### src/rtl/f_fetch_ctrl.sv
// F-stage fetch sequencer: owns the fetch PC, issues IM requests, buffers redirects.
// Optional fetch-address legality check is enabled by defining FETCH_ADDR_CHECK_EN.
module f_fetch_ctrl #(
    parameter logic [31:0] RESET_PC = 32'h0000_3000,
    parameter logic [31:0] INT_VEC  = 32'h0000_4180,
    parameter logic [31:0] PC_LO    = 32'h0000_3000,
    parameter logic [31:0] PC_HI    = 32'h0000_6FFC
) (
    input  logic        i_clk,
    input  logic        i_rst_n,
    input  logic        i_stall,
    input  logic        i_int_req,
    input  logic        i_eret,
    input  logic [31:0] i_epc,
    input  logic        i_br_redirect,
    input  logic [31:0] i_br_target,
    output logic        o_if_req,
    output logic [31:0] o_if_addr,
    input  logic        i_if_ack,
    output logic [31:0] o_pc,
    output logic        o_flush_f,
    output logic        o_pend,
    output logic        o_exc_adel
);

    typedef enum logic [1:0] {S_BOOT, S_IDLE, S_REQ, S_PEND} state_e;

    // Redirect kinds double as priorities, so a plain compare arbitrates them.
    localparam logic [1:0] P_NONE = 2'd0;
    localparam logic [1:0] P_BR   = 2'd1;
    localparam logic [1:0] P_ERET = 2'd2;
    localparam logic [1:0] P_INT  = 2'd3;

    state_e      state_q;
    logic [31:0] pc_q;
    logic [31:0] pend_tgt_q;
    logic [1:0]  pend_prio_q;

    logic [1:0]  new_prio;
    logic [31:0] new_tgt;
    logic        pend_take;
    logic [1:0]  app_prio;
    logic [31:0] app_tgt;
    state_e      busy_d;

    always_comb begin
        new_prio = P_NONE;
        new_tgt  = i_br_target;
        if (i_int_req) begin
            new_prio = P_INT;
            new_tgt  = INT_VEC;
        end else if (i_eret) begin
            new_prio = P_ERET;
            new_tgt  = i_epc;
        end else if (i_br_redirect) begin
            new_prio = P_BR;
        end
    end

    // In PEND a newer redirect of equal or higher priority supersedes the buffered one.
    always_comb begin
        pend_take = (new_prio != P_NONE) && (new_prio >= pend_prio_q);
        app_prio  = new_prio;
        app_tgt   = new_tgt;
        if (state_q == S_PEND && !pend_take) begin
            app_prio = pend_prio_q;
            app_tgt  = pend_tgt_q;
        end
        busy_d = i_stall ? S_IDLE : S_REQ;
    end

    always_ff @(posedge i_clk or negedge i_rst_n) begin
        if (!i_rst_n) begin
            state_q     <= S_BOOT;
            pc_q        <= RESET_PC;
            pend_tgt_q  <= '0;
            pend_prio_q <= P_NONE;
        end else begin
            case (state_q)
                S_BOOT, S_IDLE: begin
                    if (new_prio != P_NONE) pc_q <= new_tgt;
                    state_q <= busy_d;
                end
                S_REQ: begin
                    if (i_if_ack) begin
                        pc_q    <= (app_prio != P_NONE) ? app_tgt : pc_q + 32'd4;
                        state_q <= busy_d;
                    end else if (new_prio != P_NONE) begin
                        pend_tgt_q  <= new_tgt;
                        pend_prio_q <= new_prio;
                        state_q     <= S_PEND;
                    end
                end
                S_PEND: begin
                    if (i_if_ack) begin
                        pc_q        <= app_tgt;
                        pend_prio_q <= P_NONE;
                        state_q     <= busy_d;
                    end else if (pend_take) begin
                        pend_tgt_q  <= new_tgt;
                        pend_prio_q <= new_prio;
                    end
                end
                default: state_q <= S_BOOT;
            endcase
        end
    end

    assign o_if_req  = (state_q == S_REQ) || (state_q == S_PEND);
    assign o_if_addr = pc_q;
    assign o_pc      = pc_q;
    assign o_pend    = (state_q == S_PEND);
    assign o_flush_f = i_if_ack && o_if_req && (app_prio >= P_ERET);

`ifdef FETCH_ADDR_CHECK_EN
    assign o_exc_adel = (pc_q[1:0] != 2'b00) || (pc_q < PC_LO) || (pc_q > PC_HI);
`else
    assign o_exc_adel = 1'b0;
`endif

endmodule

### config.mk
export PLATFORM = sky130hd
export DESIGN_NAME = f_fetch_ctrl
export DESIGN_NICKNAME = d
export VERILOG_FILES = /design/src/rtl/f_fetch_ctrl.sv
export SDC_FILE = /design/constraint.sdc
export NUM_CORES = 1
export LEC_CHECK = 0
export CORE_ASPECT_RATIO = 1.2
export CORE_MARGIN = 2
export CORE_UTILIZATION = 49
export CTS_CLUSTER_DIAMETER = 100
export DETAILED_ROUTE_END_ITERATION = 10
export PLACE_DENSITY = 0.83
export REMOVE_ABC_BUFFERS = 1
export SKIP_LAST_GASP = 1
export SLEW_MARGIN = 5
export SYNTH_ARGS = -nofsm -noshare
export SYNTH_HDL_FRONTEND = slang
export SYNTH_SLANG_ARGS = --single-unit
### constraint.sdc
create_clock -name i_clk -period 6.2 [get_ports i_clk]
set_input_delay 1.24 -clock i_clk [delete_from_list [all_inputs] [get_ports i_clk]]
set_output_delay 1.24 -clock i_clk [all_outputs]
set_load 0.005 [all_outputs]
==> results.py <==
metrics = {
    "flow_run": {
        "maxCapViolCount": 0,
    },
    "sta": {
        "max_slew_margin_pct": 13.8,
        "min_period_ns": 5.04,
        "rsz0062_at_grt": "false",
        "finalCritPeriodShare_pct": 81.2,
        "worst_slack_ns": 1.16,
        "max_freq_mhz": 199,
        "worst_pin_slew_ns": 1.28,
        "setup_viol": 0,
        "skew_ns": 0.00677,
        "setup_tns_ns": 0,
        "hold_violations": 0,
        "drv_slew": 0,
    },
    "logic_synthesis": {
        "synthArstFlopShare_pct": 100,
        "yosysSeqAreaShare_pct": 36.8,
        "ys_types": 57,
        "ys_ff_latch": 68,
        "synth_edf_count": 0,
        "syn_area_per_cell_um2": 9.28,
        "synth_ff_type": "dfrtp_1",
        "ys_warn_count": 0,
        "syn-cell-area_um2": 4630,
        "synth_cells": 499,
    },
    "power_and_ir_drop": {
        "pwr_density_cell_nw_per_um2": 239,
        "power.switching_uw": 440,
        "design_power_total_uw": 1420,
        "p_sw_share_pct": 30.9,
        "seq_power_share_pct": 43.6,
        "ir_drop_v": 0.000140,
        "pwr-share-comb_pct": 31.6,
        "p_leak_uw": 0.00245,
        "clkPwrFrac_pct": 24.8,
        "internal_power_uw": 983,
    },
    "setup_path": {
        "critPathMostFrequentCell": "clkdlybuf4s50_1",
        "start_kind": "input pin",
        "worst_path_dominant_cell_family": "buffers and inverters",
        "cp_data_arrival_time_ns": 3.80,
        "crit_fanout": 33,
        "reg2reg_depth": 7,
        "path_cells": "clkdlybuf4s50_1 > nor2_1 > inv_1 > ha_1 > o21ai_0 > o211a_1 > buf_4 > a211oi_1 > clkdlybuf4s50_1",
        "path_class": "input pin to primary output",
        "cpMaxStageDelayCell": "clkdlybuf4s50_1",
        "setup.worst_path.end_class": "primary output",
        "crit_buf_inv": 4,
        "cp.depth": 9,
        "cp.required_ns": 4.96,
        "slowest_delay_ns": 0.46,
    },
    "detailed_routing": {
        "ant_nets": 0,
        "routed_wl_um": 12400,
        "vias": 4335,
        "drt_pre_antenna_iters": 5,
        "dr.first_iter.drc_count": 362,
        "viasPerCell": 6.13,
        "drc": 0,
        "avgRoutedWirePerCell_um": 17.5,
    },
    "floorplan": {
        "die-area_um2": 10200,
        "start_util_pct": 50.7,
        "die_h_um": 110,
        "io_pins": 139,
        "rows": 38,
        "core-area_um2": 9130,
        "die_x_um": 92.7,
    },
    "cts": {
        "cts_repair_resize_count": 0,
        "hold_buffers": 0,
        "htreeDepth": 3,
        "cts_root_buf": "clkbuf_8",
        "cts.path.max_buffers": 2,
        "cts_setup_buffers": 0,
        "clk_pin_slew_ns": 0.07,
        "clock_latency_ns": 0.35,
        "clock_sinks": 68,
        "tritoncts": "yes",
        "cts_buffers": 9,
    },
    "min_path": {
        "hp-class": "flop to flop",
        "hold_depth": 2,
    },
    "global_route": {
        "grt_pass1_vias": 4246,
        "grt_pass1_wl_um": 20500,
        "antenna_found_initial": 0,
        "grt.total_usage_pct": 24.4,
        "grt_remaining_overflow": 0,
        "grt_start_max_net_pins": 69,
    },
    "placed_design": {
        "portBuffers": 137,
        "place_congestion": 0.837,
        "dpl.hpwl_um": 8480,
        "pre_cts_slack_ns": 1.15,
    },
    "layout": {
        "drive_above_1_share_pct": 10.9,
        "nNetsFinal": 656,
        "num_antenna_cells": 0,
        "syn_to_final_growth_pct": 28.6,
        "utilization_pct": 65.2,
    },
    "outcome": {
        "outcome": "finished, final reports clean",
    },
}
flip-flops by register name, indices dropped and copies added, names as in the netlist:
| signal | cells |
|---|---|
| pend_prio_q | 2 |
| state_q | 2 |
| pend_tgt_q | 32 |
| o_if_addr | 32 |
cell type report:
| cell class | instances | area [um2] |
|---|---|---|
| clock buffer | 14 | 183 |
| timing repair buffer | 143 | 1410 |
| clock inverter | 1 | 5.00 |
| tap | 120 | 150 |
| fill | 748 | 3170 |
| multi-input combinational | 352 | 2470 |
| inverter | 9 | 33.8 |
| sequential | 68 | 1700 |
kinds of logic after synthesis:
kind of cell,Yosys count,synth area share [%]
compound gates,122,18.1
xor+xnor,1,0.189
fa+ha+maj,2,0.540
buf+inv,79,10.1
flops,68,36.8
mux,66,16.9
other cells,1,0.0810
simple gates,160,17.3
cell usage after synthesis, types with 2 or more instances:
cell type,instances,area [um2]
nor4_1,17,106
o21ai_1,2,10.0
nor3b_1,2,15.0
o22ai_1,7,43.8
o211ai_1,5,37.5
a211oi_1,4,30.0
nor2b_1,5,31.3
or3_1,3,18.8
mux2_2,10,113
buf_4,33,248
ha_1,2,25.0
mux2_4,22,330
buf_2,6,30.0
and4_1,3,26.3
a221oi_1,16,140
a211o_1,3,26.3
or2_2,2,12.5
and2_1,3,18.8
nor3_1,14,70.1
nand3_1,11,55.1
and3_1,2,12.5
nand4_1,7,43.8
dfrtp_1,66,1650
a21oi_1,14,70.1
a31oi_1,6,37.5
nor2_1,54,203
inv_1,9,33.8
nand2b_1,3,18.8
o31ai_1,4,30.0
buf_6,5,56.3
clkbuf_1,24,90.1
a222oi_1,10,100
o21ai_0,36,180
o221ai_1,2,17.5
dfstp_2,2,52.6
or4_1,3,22.5
nand2_1,26,97.6
mux2i_1,34,340
a21o_1,3,22.5
o21a_1,2,15.0
worst paths after layout:
path	from	to	slack [ns]
min in group asynchronous	i_rst_n	pend_prio_q[1]	1.07
worst min-delay path	pend_tgt_q[4]	pend_tgt_q[4]	0.48
worst max-delay path	i_int_req	o_flush_f	1.16
max in group asynchronous	i_rst_n	pend_tgt_q[31]	4.54
worst min register to register	pend_tgt_q[4]	pend_tgt_q[4]	0.48
worst max register to register	pend_prio_q[1]	pend_tgt_q[2]	3.01
routing by layer:
metal	track usage [%]	share of wire (%)
met5	0	0
met3	3.89	7.4
met1	31.4	40
met4	9.31	1.6
met2	41.1	51
power groups by stage:
stage | clock network [uW] | registers, uW | logic [uW]
finish | 353 | 620 | 450
global route | 372 | 633 | 488
CTS | 353 | 617 | 452
detailed placement | 0 | 625 | 450
global placement | 0 | 618 | 435
floorplan | 0 | 606 | 202
worst register-to-register path: cells and delay by family, from the launching register on:
| kind | cells | cell delay [ns] |
|---|---|---|
| flip-flops | 1 | 0.38 |
| adder cells (fa/ha/maj) | 1 | 0.32 |
| multiplexers | 1 | 0.47 |
| AND/OR/NAND/NOR | 1 | 0.92 |
| buffers and inverters | 2 | 0.41 |
| AO/OA/AOI/OAI | 2 | 0.56 |
per-stage QoR:
step                      cell area, um2  hold WS [ns]  cells
after global routing                5950         0.510    707
after floorplan                     4200         0.449    429
final                               5950         0.483    707
after global placement              5770         0.463    692
after detailed placement            5770         0.468    692
after CTS                           5950         0.484    707
placed cells by master, fill, tap and decap left out, types with 4 or more instances in the layout:
cell             count
a221oi_1            16
o31ai_1              4
a211oi_1             4
clkbuf_8            13
mux2i_1             34
nor2_1              54
nor2b_1              5
nand2_1             26
o211ai_1             5
dfrtp_1             66
nor4_1              17
o21ai_0             36
inv_1                9
o22ai_1              7
clkdlybuf4s50_1    135
nand4_1              7
nand3_1             11
buf_4                6
a31oi_1              6
a21oi_1             14
a222oi_1            10
mux2_4              22
nor3_1              14
mux2_2              10
Note: power is estimated with default switching activity, not from simulation.
